### config.mk
export PLATFORM = sky130hd
export DESIGN_NAME = vga_text_console
export DESIGN_NICKNAME = d
export VERILOG_FILES = /design/src/rtl/vga_text_pkg.sv /design/src/rtl/vga_text_cursor.sv /design/src/rtl/vga_text_console.sv
export SDC_FILE = /design/constraint.sdc
export NUM_CORES = 1
export LEC_CHECK = 0
export CELL_PAD_IN_SITES_DETAIL_PLACEMENT = 1
export CELL_PAD_IN_SITES_GLOBAL_PLACEMENT = 2
export CORE_MARGIN = 2
export CORE_UTILIZATION = 35
export CTS_BUF_LIST = sky130_fd_sc_hd__clkbuf_4 sky130_fd_sc_hd__clkbuf_8
export DETAILED_ROUTE_END_ITERATION = 16
export PLACE_DENSITY = 0.94
export SETUP_SLACK_MARGIN = 0.3
export SLEW_MARGIN = 10
export SYNTH_ARGS = -nofsm -noshare
export SYNTH_HDL_FRONTEND = slang
export SYNTH_HIERARCHICAL = 1
export SYNTH_SLANG_ARGS = --single-unit
### constraint.sdc
create_clock -name ram_clk -period 4.6 [get_ports ram_clk]
set_input_delay 0.46 -clock ram_clk [delete_from_list [all_inputs] [get_ports ram_clk]]
set_output_delay 0.46 -clock ram_clk [all_outputs]
set_load 0.01 [all_outputs]
### src/rtl/vga_text_pkg.sv
`default_nettype none
// +--------------------------------------------------------------------------+
// | vga_text_pkg : shared geometry, control codes and FSM encoding  rev 1.0  |
// +--------------------------------------------------------------------------+
package vga_text_pkg;

   localparam int         COLS  = 40;
   localparam int         ROWS  = 20;
   localparam logic [7:0] BLANK = 8'h20;

   localparam logic [7:0] CODE_BS = 8'h08;
   localparam logic [7:0] CODE_LF = 8'h0A;
   localparam logic [7:0] CODE_FF = 8'h0C;
   localparam logic [7:0] CODE_CR = 8'h0D;

   typedef enum logic [2:0] {
      S_IDLE    = 3'd0,
      S_PUT     = 3'd1,
      S_SCR_RD  = 3'd2,
      S_SCR_WR  = 3'd3,
      S_SCR_CLR = 3'd4,
      S_CLR     = 3'd5
   } state_t;

   // Linear cell index; row*cols+col stays below 1024 for legal geometries.
   function automatic logic [9:0] cell_addr(input logic [4:0] y, input logic [5:0] x,
                                            input int cols);
      return 10'(int'(y) * cols + int'(x));
   endfunction

endpackage
`default_nettype wire

### src/rtl/vga_text_cursor.sv
`default_nettype none
// +--------------------------------------------------------------------------+
// | vga_text_cursor : cursor register with advance/line-step/backspace rev 1.0|
// +--------------------------------------------------------------------------+
module vga_text_cursor
   import vga_text_pkg::*;
#(
   parameter int COLS = vga_text_pkg::COLS,
   parameter int ROWS = vga_text_pkg::ROWS
) (
   input  logic       clk,
   input  logic       rst_n,
   input  logic       adv,
   input  logic       newline,
   input  logic       cret,
   input  logic       bksp,
   input  logic       home,
   output logic [5:0] cur_x,
   output logic [4:0] cur_y,
   output logic [5:0] bs_x,
   output logic [4:0] bs_y,
   output logic       bs_ok,
   output logic       scroll_req
);

   logic w_last_col;
   logic w_last_row;
   logic w_step;

   assign w_last_col = (cur_x == 6'(COLS - 1));
   assign w_last_row = (cur_y == 5'(ROWS - 1));
   assign w_step     = newline | (adv & w_last_col);
   // A line step on the bottom row keeps the row and hands off to a scroll.
   assign scroll_req = w_step & w_last_row;

   assign bs_ok = (cur_x != 6'd0) || (cur_y != 5'd0);
   assign bs_x  = (cur_x != 6'd0) ? cur_x - 6'd1 : 6'(COLS - 1);
   assign bs_y  = (cur_x != 6'd0) ? cur_y : cur_y - 5'd1;

   always_ff @(posedge clk or negedge rst_n) begin
      if (!rst_n) begin
         cur_x <= 6'd0;
         cur_y <= 5'd0;
      end else if (home) begin
         cur_x <= 6'd0;
         cur_y <= 5'd0;
      end else if (bksp && bs_ok) begin
         cur_x <= bs_x;
         cur_y <= bs_y;
      end else if (cret || w_step) begin
         cur_x <= 6'd0;
         if (w_step && !w_last_row) begin
            cur_y <= cur_y + 5'd1;
         end
      end else if (adv) begin
         cur_x <= cur_x + 6'd1;
      end
   end

endmodule
`default_nettype wire

### src/rtl/vga_text_console.sv
`default_nettype none
// +--------------------------------------------------------------------------+
// | vga_text_console : character stream to text-RAM writer with scroll rev 1.0|
// +--------------------------------------------------------------------------+
module vga_text_console
   import vga_text_pkg::*;
#(
   parameter int         COLS  = vga_text_pkg::COLS,
   parameter int         ROWS  = vga_text_pkg::ROWS,
   parameter logic [7:0] BLANK = vga_text_pkg::BLANK
) (
   input  logic       ram_clk,
   input  logic       rst_n,
   input  logic       char_valid,
   input  logic [7:0] char_data,
   output logic       char_ready,
   output logic [9:0] addr,
   output logic [7:0] data_in,
   output logic       we,
   input  logic [7:0] data_out,
   output logic [5:0] cur_x,
   output logic [4:0] cur_y,
   output logic       busy
);

   localparam logic [9:0] COLS_W    = 10'(COLS);
   localparam logic [9:0] COL_LAST  = 10'(COLS - 1);
   localparam logic [9:0] COPY_LAST = 10'(COLS * (ROWS - 1) - 1);
   localparam logic [9:0] LAST_ROW  = 10'(COLS * (ROWS - 1));
   localparam logic [9:0] CELL_LAST = 10'(COLS * ROWS - 1);

   state_t     r_state,   w_state_nxt;
   logic [9:0] r_cnt,     w_cnt_nxt;
   logic [9:0] r_addr,    w_addr_nxt;
   logic [7:0] r_data,    w_data_nxt;
   logic       r_we,      w_we_nxt;
   logic       r_put_adv, w_put_adv_nxt;

   logic       w_adv, w_newline, w_cret, w_bksp, w_home;
   logic       w_scroll_req, w_bs_ok;
   logic [5:0] w_bs_x;
   logic [4:0] w_bs_y;

   vga_text_cursor #(
      .COLS (COLS),
      .ROWS (ROWS)
   ) u_cursor (
      .clk        (ram_clk),
      .rst_n      (rst_n),
      .adv        (w_adv),
      .newline    (w_newline),
      .cret       (w_cret),
      .bksp       (w_bksp),
      .home       (w_home),
      .cur_x      (cur_x),
      .cur_y      (cur_y),
      .bs_x       (w_bs_x),
      .bs_y       (w_bs_y),
      .bs_ok      (w_bs_ok),
      .scroll_req (w_scroll_req)
   );

   always_ff @(posedge ram_clk or negedge rst_n) begin
      if (!rst_n) begin
         r_state   <= S_IDLE;
         r_cnt     <= 10'd0;
         r_addr    <= 10'd0;
         r_data    <= 8'd0;
         r_we      <= 1'b0;
         r_put_adv <= 1'b0;
      end else begin
         r_state   <= w_state_nxt;
         r_cnt     <= w_cnt_nxt;
         r_addr    <= w_addr_nxt;
         r_data    <= w_data_nxt;
         r_we      <= w_we_nxt;
         r_put_adv <= w_put_adv_nxt;
      end
   end

   // Bus outputs are registered on entry to each state, so each state's
   // RAM access is visible during the cycle it occupies.
   always_comb begin
      w_state_nxt   = r_state;
      w_cnt_nxt     = r_cnt;
      w_addr_nxt    = r_addr;
      w_data_nxt    = r_data;
      w_we_nxt      = 1'b0;
      w_put_adv_nxt = r_put_adv;
      w_adv         = 1'b0;
      w_newline     = 1'b0;
      w_cret        = 1'b0;
      w_bksp        = 1'b0;
      w_home        = 1'b0;

      case (r_state)
         S_IDLE: begin
            if (char_valid) begin
               case (char_data)
                  CODE_BS: begin
                     if (w_bs_ok) begin
                        w_bksp        = 1'b1;
                        w_state_nxt   = S_PUT;
                        w_we_nxt      = 1'b1;
                        w_addr_nxt    = cell_addr(w_bs_y, w_bs_x, COLS);
                        w_data_nxt    = BLANK;
                        w_put_adv_nxt = 1'b0;
                     end
                  end
                  CODE_LF: begin
                     w_newline = 1'b1;
                     if (w_scroll_req) begin
                        w_state_nxt = S_SCR_RD;
                        w_cnt_nxt   = 10'd0;
                        w_addr_nxt  = COLS_W;
                     end
                  end
                  CODE_CR: begin
                     w_cret = 1'b1;
                  end
                  CODE_FF: begin
                     w_home      = 1'b1;
                     w_state_nxt = S_CLR;
                     w_cnt_nxt   = 10'd0;
                     w_addr_nxt  = 10'd0;
                     w_we_nxt    = 1'b1;
                     w_data_nxt  = BLANK;
                  end
                  default: begin
                     w_state_nxt   = S_PUT;
                     w_we_nxt      = 1'b1;
                     w_addr_nxt    = cell_addr(cur_y, cur_x, COLS);
                     w_data_nxt    = char_data;
                     w_put_adv_nxt = 1'b1;
                  end
               endcase
            end
         end
         S_PUT: begin
            w_state_nxt = S_IDLE;
            if (r_put_adv) begin
               w_adv = 1'b1;
               if (w_scroll_req) begin
                  w_state_nxt = S_SCR_RD;
                  w_cnt_nxt   = 10'd0;
                  w_addr_nxt  = COLS_W;
               end
            end
         end
         S_SCR_RD: begin
            w_state_nxt = S_SCR_WR;
            w_we_nxt    = 1'b1;
            w_addr_nxt  = r_cnt;
         end
         S_SCR_WR: begin
            if (r_cnt == COPY_LAST) begin
               w_state_nxt = S_SCR_CLR;
               w_cnt_nxt   = 10'd0;
               w_addr_nxt  = LAST_ROW;
               w_we_nxt    = 1'b1;
               w_data_nxt  = BLANK;
            end else begin
               w_state_nxt = S_SCR_RD;
               w_cnt_nxt   = r_cnt + 10'd1;
               w_addr_nxt  = r_cnt + 10'd1 + COLS_W;
            end
         end
         S_SCR_CLR: begin
            if (r_cnt == COL_LAST) begin
               w_state_nxt = S_IDLE;
            end else begin
               w_cnt_nxt  = r_cnt + 10'd1;
               w_addr_nxt = r_addr + 10'd1;
               w_we_nxt   = 1'b1;
            end
         end
         S_CLR: begin
            if (r_cnt == CELL_LAST) begin
               w_state_nxt = S_IDLE;
            end else begin
               w_cnt_nxt  = r_cnt + 10'd1;
               w_addr_nxt = r_addr + 10'd1;
               w_we_nxt   = 1'b1;
            end
         end
         default: begin
            w_state_nxt = S_IDLE;
         end
      endcase
   end

   assign addr       = r_addr;
   assign we         = r_we;
   // The copy writes back what the RAM returns for the read issued one cycle earlier.
   assign data_in    = (r_state == S_SCR_WR) ? data_out : r_data;
   assign busy       = (r_state != S_IDLE);
   assign char_ready = (r_state == S_IDLE);

endmodule
`default_nettype wire

==> metrics, run 1 <==
M1 GR Usage 0.282; first-pass GRT wire length 26500 um; Required @ worst endpoint 4.78 ns; M3 GR Usage 0.0421; clk_lat worst skew 0.34 ns; P&R area growth vs syn 13.9%; gr busiest metal met2; sw frac 0.461; Clock Skews 0.00876 ns; crit path launch type flip-flop; Mapped Cells 582; syn avg cell area 8.01 um^2; met2 Track Usage GR 0.416; DRT Wirelength 15800 um; drt drc 0; hpwl dp 12000 um; sequential share of power 0.333; Fmax 250 MHz; Hold Violations, Final 0; Clock transition at path regs 0.10 ns; worst-margin pin slew 1.16 ns; CTS tree done; per-cell routed wire length 20.0 um; Via Count 4603; Core Area 13100 um^2; Arr. time, crit path 4.19 ns; gr usage total 0.231; vias per cell 5.81; Post-synth EDFFs 0; Ports 51; Synth Flop Type dfrtp_1; post-cts hold buffer count 0; Row Count 42; Net Count, Synth 636; Die Y 119 um; worst-case clock buffer depth 2; Clk network pwr share 0.162; Final setup viols 0; fin nets 669; Leakage Power 0.00213 uW; share of cells above drive strength 1 0.0763; max_cap viols 0; Net Switching 974 uW; Cell Pwr Density 399 nW/um^2; Synth Register Bits 44; Clock Sink Count 44; RSZ-0062 raised after global routing no; number of global-route vias before repair 5077; Worst Setup End Kind flip-flop; sequential element share of the synthesized area 0.236; status complete, no violations; peak supply drop 0.192 mV; Total Neg Setup Slack 0 ns; Setup CP Type reg -> reg; Rel. slew slack 0.216; crit-path max FO 11; input/output buffers 50; DRT iter0 DRCs 259; n_diodes 0; Die Width 119 um; crit share post-route 0.871; Power Internal 1140 uW; drt pass-1 iters 4; post-layout min period 4.01 ns; largest net degree at the start of global routing 45; CTS Buf Count 5; GRT overflow 0; initial antenna violation count 0; Hold Crit Class in -> async; Initial Util 0.355; die area 14300 um^2; Detail Route Antenna Nets 0; CTS root buffer clkbuf_8; combinational share of power 0.505; final hold slack 0.310 ns; Pins Over Slew Limit 0; # Post-CTS Setup Buffers 0; mapped cell area 4660 um^2; final core occ 0.404; Yosys warning count 6; Layout fillers 1639; Async S/R FF share, synth 1.00; GPL Wtd Cong 0.912; depth of the CTS H-tree 2; synth unique cells 82
-- what timing repair did --
item / in CTS / in global routing
hold endpoints to repair: 0 / 0
resized for setup: 0 / 2
setup endpoints to repair: 0 / 3
-- layer usage --
layer,wire [um],vias up
li1,-,2186
met5,0,-
met4,306,0
met1,7000,2307
met3,464,26
met2,8060,84
-- cell usage in the layout, fill, tap and decap left out, types with 3 or more instances in the layout --
cell	Yosys	layout
a211oi_1	9	9
a21boi_0	3	3
a21o_1	5	5
a21oi_1	30	30
a221oi_1	3	3
a222oi_1	4	4
a22o_1	12	12
a22oi_1	5	5
a31oi_1	7	7
a32oi_1	4	4
a41oi_1	3	3
and3_1	5	5
and4_1	4	4
buf_4	3	10
clkbuf_8	3	6
clkdlybuf4s50_1	0	49
dfrtp_1	44	44
fa_1	4	4
ha_1	31	31
inv_1	30	30
nand2_1	75	75
nand2b_1	4	4
nand3_1	21	21
nand3b_1	3	3
nand4_1	12	12
nor2_1	53	53
nor2b_1	12	11
nor3_1	10	10
nor3b_1	4	4
nor4_1	3	3
o211ai_1	6	6
o21ai_0	36	35
o21ai_1	5	6
o21ai_2	4	4
o31ai_1	6	6
xnor2_1	26	26
xor2_1	14	14
-- power groups by stage --
| stage | Sequential [uW] | Clock (uW) | Combinational (uW) |
|---|---|---|---|
| 3_5_place_dp | 711 | 0 | 1050 |
| 5_1_grt | 729 | 365 | 1170 |
| 6_report | 705 | 343 | 1070 |
| 3_3_place_gp | 705 | 0 | 1030 |
| 2_1_floorplan | 605 | 0 | 733 |
| 4_1_cts | 704 | 350 | 1060 |
-- critical path: stages (launching register included) --
cell	delay (ns)
dfrtp_1	0.53
inv_1	0.18
ha_1	0.21
nor2b_2	0.28
nand2_1	0.26
o21ai_1	0.34
ha_1	0.30
ha_1	0.22
inv_1	0.07
fa_1	0.44
nor2b_1	0.16
o211ai_1	0.12
xor2_1	0.18
xnor2_1	0.21
o211ai_1	0.10
a21oi_1	0.15
a31oi_1	0.10
-- registers in the layout, indices dropped and copies added (netlist names) --
signal          flops
addr               10
r_cnt              10
r_data              8
r_put_adv           1
r_state             3
u_cursor/cur_x      6
u_cursor/cur_y      5
we                  1
-- cell usage after synthesis, types with 3 or more instances --
cell type  instances  area share
a211oi_1           9       0.014
a21boi_0           3      0.0048
a21o_1             5      0.0081
a21oi_1           30       0.032
a221oi_1           3      0.0056
a222oi_1           4      0.0086
a22o_1            12       0.023
a22oi_1            5      0.0081
a31oi_1            7      0.0094
a32oi_1            4      0.0075
a41oi_1            3      0.0056
and3_1             5      0.0067
and4_1             4      0.0075
buf_2              4      0.0043
buf_4              3      0.0048
buf_6             11       0.027
clkbuf_1          10      0.0081
clkbuf_8           3      0.0089
dfrtp_1           44        0.24
fa_1               4       0.017
ha_1              31       0.083
inv_1             30       0.024
nand2_1           75       0.060
nand2b_1           4      0.0054
nand3_1           21       0.023
nand3b_1           3      0.0048
nand4_1           12       0.016
nor2_1            53       0.043
nor2b_1           12       0.016
nor3_1            10       0.011
nor3b_1            4      0.0064
nor4_1             3      0.0040
o211ai_1           6      0.0097
o21ai_0           36       0.039
o21ai_1            5      0.0054
o21ai_2            4      0.0075
o31ai_1            6      0.0097
xnor2_1           26       0.049
xor2_1            14       0.026
-- kinds of logic after synthesis --
kind of cell,Yosys count,synth area share
compound gates,170,0.258
mux,2,0.00456
xor+xnor,40,0.0752
buf+inv,65,0.0822
flops,44,0.236
simple gates,226,0.244
fa+ha+maj,35,0.100
-- worst paths after layout --
path	startpoint	depth (start not counted)	slack, ns	end
worst min-delay path	rst_n	1	0.31	r_cnt[6]
max in group asynchronous	rst_n	1	3.61	u_cursor/cur_y[3]
worst max register to register	u_cursor/cur_x[0]	16	0.59	addr[9]
min in group ram_clk	r_data[0]	2	0.51	r_data[0]
worst max-delay path	u_cursor/cur_x[0]	16	0.59	addr[9]
worst min register to register	r_data[0]	2	0.51	r_data[0]
-- area by class of cell --
type,instances,area [um^2],share of cell area
multi-input combinational,473,3180,0.599
sequential,44,1100,0.207
timing repair buffer,60,571,0.107
tap,176,220,0.0415
inverter,31,116,0.0219
clock buffer,6,82.6,0.0156
clock inverter,2,38.8,0.00731
-- stage by stage --
stage                     std cells  power [uW]  worst slack, ns  cell area (um^2)
after CTS                       792        2120            0.319              5310
after global routing            792        2270            0.320              5310
after global placement          784        1730            0.542              5180
after floorplan                 582        1340            0.989              4660
final                           792        2120            0.594              5310
after detailed placement        784        1770            0.389              5180
(Power assumes the default switching activity.)
==> run 2, diff against run 1 <==
--- a/config.mk
+++ b/config.mk
@@ -8,13 +8,12 @@
 export CELL_PAD_IN_SITES_DETAIL_PLACEMENT = 1
 export CELL_PAD_IN_SITES_GLOBAL_PLACEMENT = 2
 export CORE_MARGIN = 2
-export CORE_UTILIZATION = 35
+export CORE_UTILIZATION = 32
 export CTS_BUF_LIST = sky130_fd_sc_hd__clkbuf_4 sky130_fd_sc_hd__clkbuf_8
 export DETAILED_ROUTE_END_ITERATION = 16
-export PLACE_DENSITY = 0.94
+export PLACE_DENSITY = 0.91
 export SETUP_SLACK_MARGIN = 0.3
 export SLEW_MARGIN = 10
 export SYNTH_ARGS = -nofsm -noshare
 export SYNTH_HDL_FRONTEND = slang
-export SYNTH_HIERARCHICAL = 1
 export SYNTH_SLANG_ARGS = --single-unit
==> constraint.sdc (replaced) <==
create_clock -name ram_clk -period 3.6 [get_ports ram_clk]
set_input_delay 0.36 -clock ram_clk [delete_from_list [all_inputs] [get_ports ram_clk]]
set_output_delay 0.36 -clock ram_clk [all_outputs]
set_load 0.01 [all_outputs]
==> run 2 against run 1 <==
Net effect:
- the flow now finishes with violations (setup timing)
- non-clock buffer count rose by 44
- die area rose by 2.7%
- cell count increased by 0.13%
- clock skew up 0.0056 ns
- synthesized cell count shrank 8.6%
- combinational power up 43%
- critical path type unchanged
- largest cell class unchanged
- largest power group unchanged
==> metrics, run 2 <==
number of global-route vias before repair 4843; Critical Path Slowest Stage Cell fa_1; CP peak stage delay 0.59 ns; Ports 51; Hold Violations, Final 0; Core Area 13300 um^2; synth unique cells 70; CTS tree done; Critical Path Stages 16; die area 14600 um^2; worst-margin pin slew 1.11 ns; Cell Pwr Density 497 nW/um^2; CTS Buf Count 5; mapped cell area 4380 um^2; GPL Wtd Cong 0.894; largest area contributor in the netlist dfrtp_1; Synth Register Bits 44; Clock transition at path regs 0.11 ns; Total Neg Setup Slack -0.402 ns; n_diodes 0; crit path launch type flip-flop; Die Width 121 um; met2 Track Usage GR 0.372; CP Cell Sequence inv_1, ha_4, and3b_2, buf_4, nand3_4, xnor2_4, ha_1, fa_1, nand2_2, o21bai_4, o21bai_1, a222oi_1, xnor2_1, a221o_1, a22o_1, a22o_1; clk_lat worst skew 0.34 ns; Async S/R FF share, synth 1.00; Leakage Power 0.00229 uW; largest net degree at the start of global routing 45; Fmax 259 MHz; per-cell routed wire length 19.5 um; commonest non-fill, non-tap cell in the layout nor2_1; fin nets 669; worst reg2reg path depth 16; DRT Wirelength 15500 um; initial antenna violation count 0; Setup Slack @ Placement -0.557 ns; gr busiest metal met2; Rel. slew slack 0.260; depth of the CTS H-tree 2; Die Y 121 um; Worst Path Buf+Inv 2; Final setup viols 2; final core occ 0.420; Layout fillers 1596; P&R area growth vs syn 27.5%; worst r2r dst addr[9]; delay-heaviest family, CP compound AO/OA/AOI/OAI gates; GRT overflow 0; failing checks setup timing; top-count cell post-synth nor2_1; share of cells above drive strength 1 0.180; input/output buffers 50; Clock Sink Count 44; post-layout min period 3.87 ns; hpwl dp 11400 um; flop2flop setup slack -0.27 ns; DRT iter0 DRCs 268; CTS root buffer clkbuf_8; RSZ-0062 raised after global routing yes; Initial Util 0.329; max_cap viols 0; area fraction of the dominant cell type after synthesis 0.251; status finished, violations left; gr usage total 0.218; Post-synth EDFFs 0; Arr. time, crit path 4.10 ns; crit share post-route 1.07; drt pass-1 iters 5; most frequent CP cell a22o_1; commonest cells after routing, fill and taps aside nor2_1 (52), clkdlybuf4s50_1 (49), buf_4 (48); crit-path max FO 6; Mapped Cells 532; Post-synth top cells nor2_1 (54), o21ai_0 (48), nand2_1 (46); synth top area cells dfrtp_1 (25%), ha_1 (8.6%), xnor2_1 (6.2%); Via Count 4463; Row Count 42; worst-case clock buffer depth 2; M3 GR Usage 0.0376; Pins Over Slew Limit 0; total power 2780 uW; Required @ worst endpoint 3.84 ns; Net Count, Synth 585; syn avg cell area 8.23 um^2; Detail Route Antenna Nets 0; first-pass GRT wire length 25300 um; RR Startpoint u_cursor.cur_x[1]; Hold Crit Class in -> async; Worst Setup End Kind flip-flop; M1 GR Usage 0.280; vias per cell 5.63; final worst slack -0.268 ns; sequential element share of the synthesized area 0.251; Setup CP Type reg -> reg; peak supply drop 0.165 mV; drt drc 0; Clock Skews 0.0144 ns; Synth Flop Type dfrtp_1; Yosys warning count 0
-- run 2: cell families (layout without fill, tap and decap cells) --
logic type,Yosys count,count (layout),synth area share
and+or+nand+nor,198,198,0.241
AOI/OAI and AO/OA,157,157,0.234
buffers and inverters,47,132,0.0563
DFF,44,44,0.251
xor gates and xnor gates,43,43,0.0903
adders and majority gates,34,34,0.104
muxes,9,9,0.0229
-- run 2: per-layer routing --
layer  share of wire  vias to the layer above
met5               0                        -
met3           0.044                       29
met4           0.022                        0
li1                -                     2102
met2            0.48                       98
met1            0.46                     2234
-- run 2: worst max-delay path by stage --
| stage | start | to | slack (ns) |
|---|---|---|---|
| finish | u_cursor.cur_x[1] | addr[9] | -0.27 |
| global route | u_cursor.cur_x[4] | addr[9] | -0.48 |
| CTS | u_cursor.cur_x[3] | addr[9] | -0.44 |
| detailed placement | u_cursor.cur_x[0] | addr[9] | -0.56 |
| global placement | u_cursor.cur_x[0] | addr[9] | -0.33 |
| floorplan | u_cursor.cur_x[0] | addr[9] | -0.39 |
-- run 2: what timing repair did --
action                                  CTS  global route
hold buffers                              0             0
buffers inserted                          7             4
gates resized for setup                  23             9
pin swaps                                17            17
endpoints found under the setup margin    4            10
-- run 2: final cells by class --
| class | instances | area [um^2] | share of cell area |
|---|---|---|---|
| clock buffers | 7 | 90.1 | 0.0161 |
| inverters | 20 | 75.1 | 0.0134 |
| well taps | 176 | 220 | 0.0394 |
| clock inverters | 1 | 7.51 | 0.00134 |
| repair buffers | 104 | 923 | 0.165 |
| flip-flops and latches | 44 | 1100 | 0.197 |
| multi-input cells | 441 | 3170 | 0.567 |
-- run 2: worst reg2reg max path: stages (launching register included) --
cell      delay, ns
dfrtp_1        0.41
inv_1          0.11
ha_4           0.16
and3b_2        0.25
buf_4          0.14
nand3_4        0.09
xnor2_4        0.14
ha_1           0.35
fa_1           0.59
nand2_2        0.06
o21bai_4       0.18
o21bai_1       0.16
a222oi_1       0.38
xnor2_1        0.12
a221o_1        0.31
a22o_1         0.17
a22o_1         0.17
-- run 2: stage by stage --
step                      instances  hold slack, ns  cell area (um^2)
after CTS                       789           0.267              5510
after global placement          774           0.485              5260
after floorplan                 532          0.0644              4390
final                           793           0.216              5590
after detailed placement        774           0.489              5260
after global routing            793           0.303              5590
-- run 2: where the power goes --
part           leakage, uW  switching (uW)  total (uW)  internal (uW)
Clock            0.0000479             213         378            164
Sequential        0.000554             249         870            621
Combinational      0.00169             791        1530            737
Total              0.00229            1250        2780           1520
==> run 3, diff against run 2 <==
--- a/config.mk
+++ b/config.mk
@@ -10,6 +10,7 @@
 export CORE_MARGIN = 2
 export CORE_UTILIZATION = 32
 export CTS_BUF_LIST = sky130_fd_sc_hd__clkbuf_4 sky130_fd_sc_hd__clkbuf_8
+export CTS_CLUSTER_DIAMETER = 30
 export DETAILED_ROUTE_END_ITERATION = 16
 export PLACE_DENSITY = 0.91
 export SETUP_SLACK_MARGIN = 0.3
==> results of run 3 <==
Final layout, timing and power as in run 2 (identical DEF).
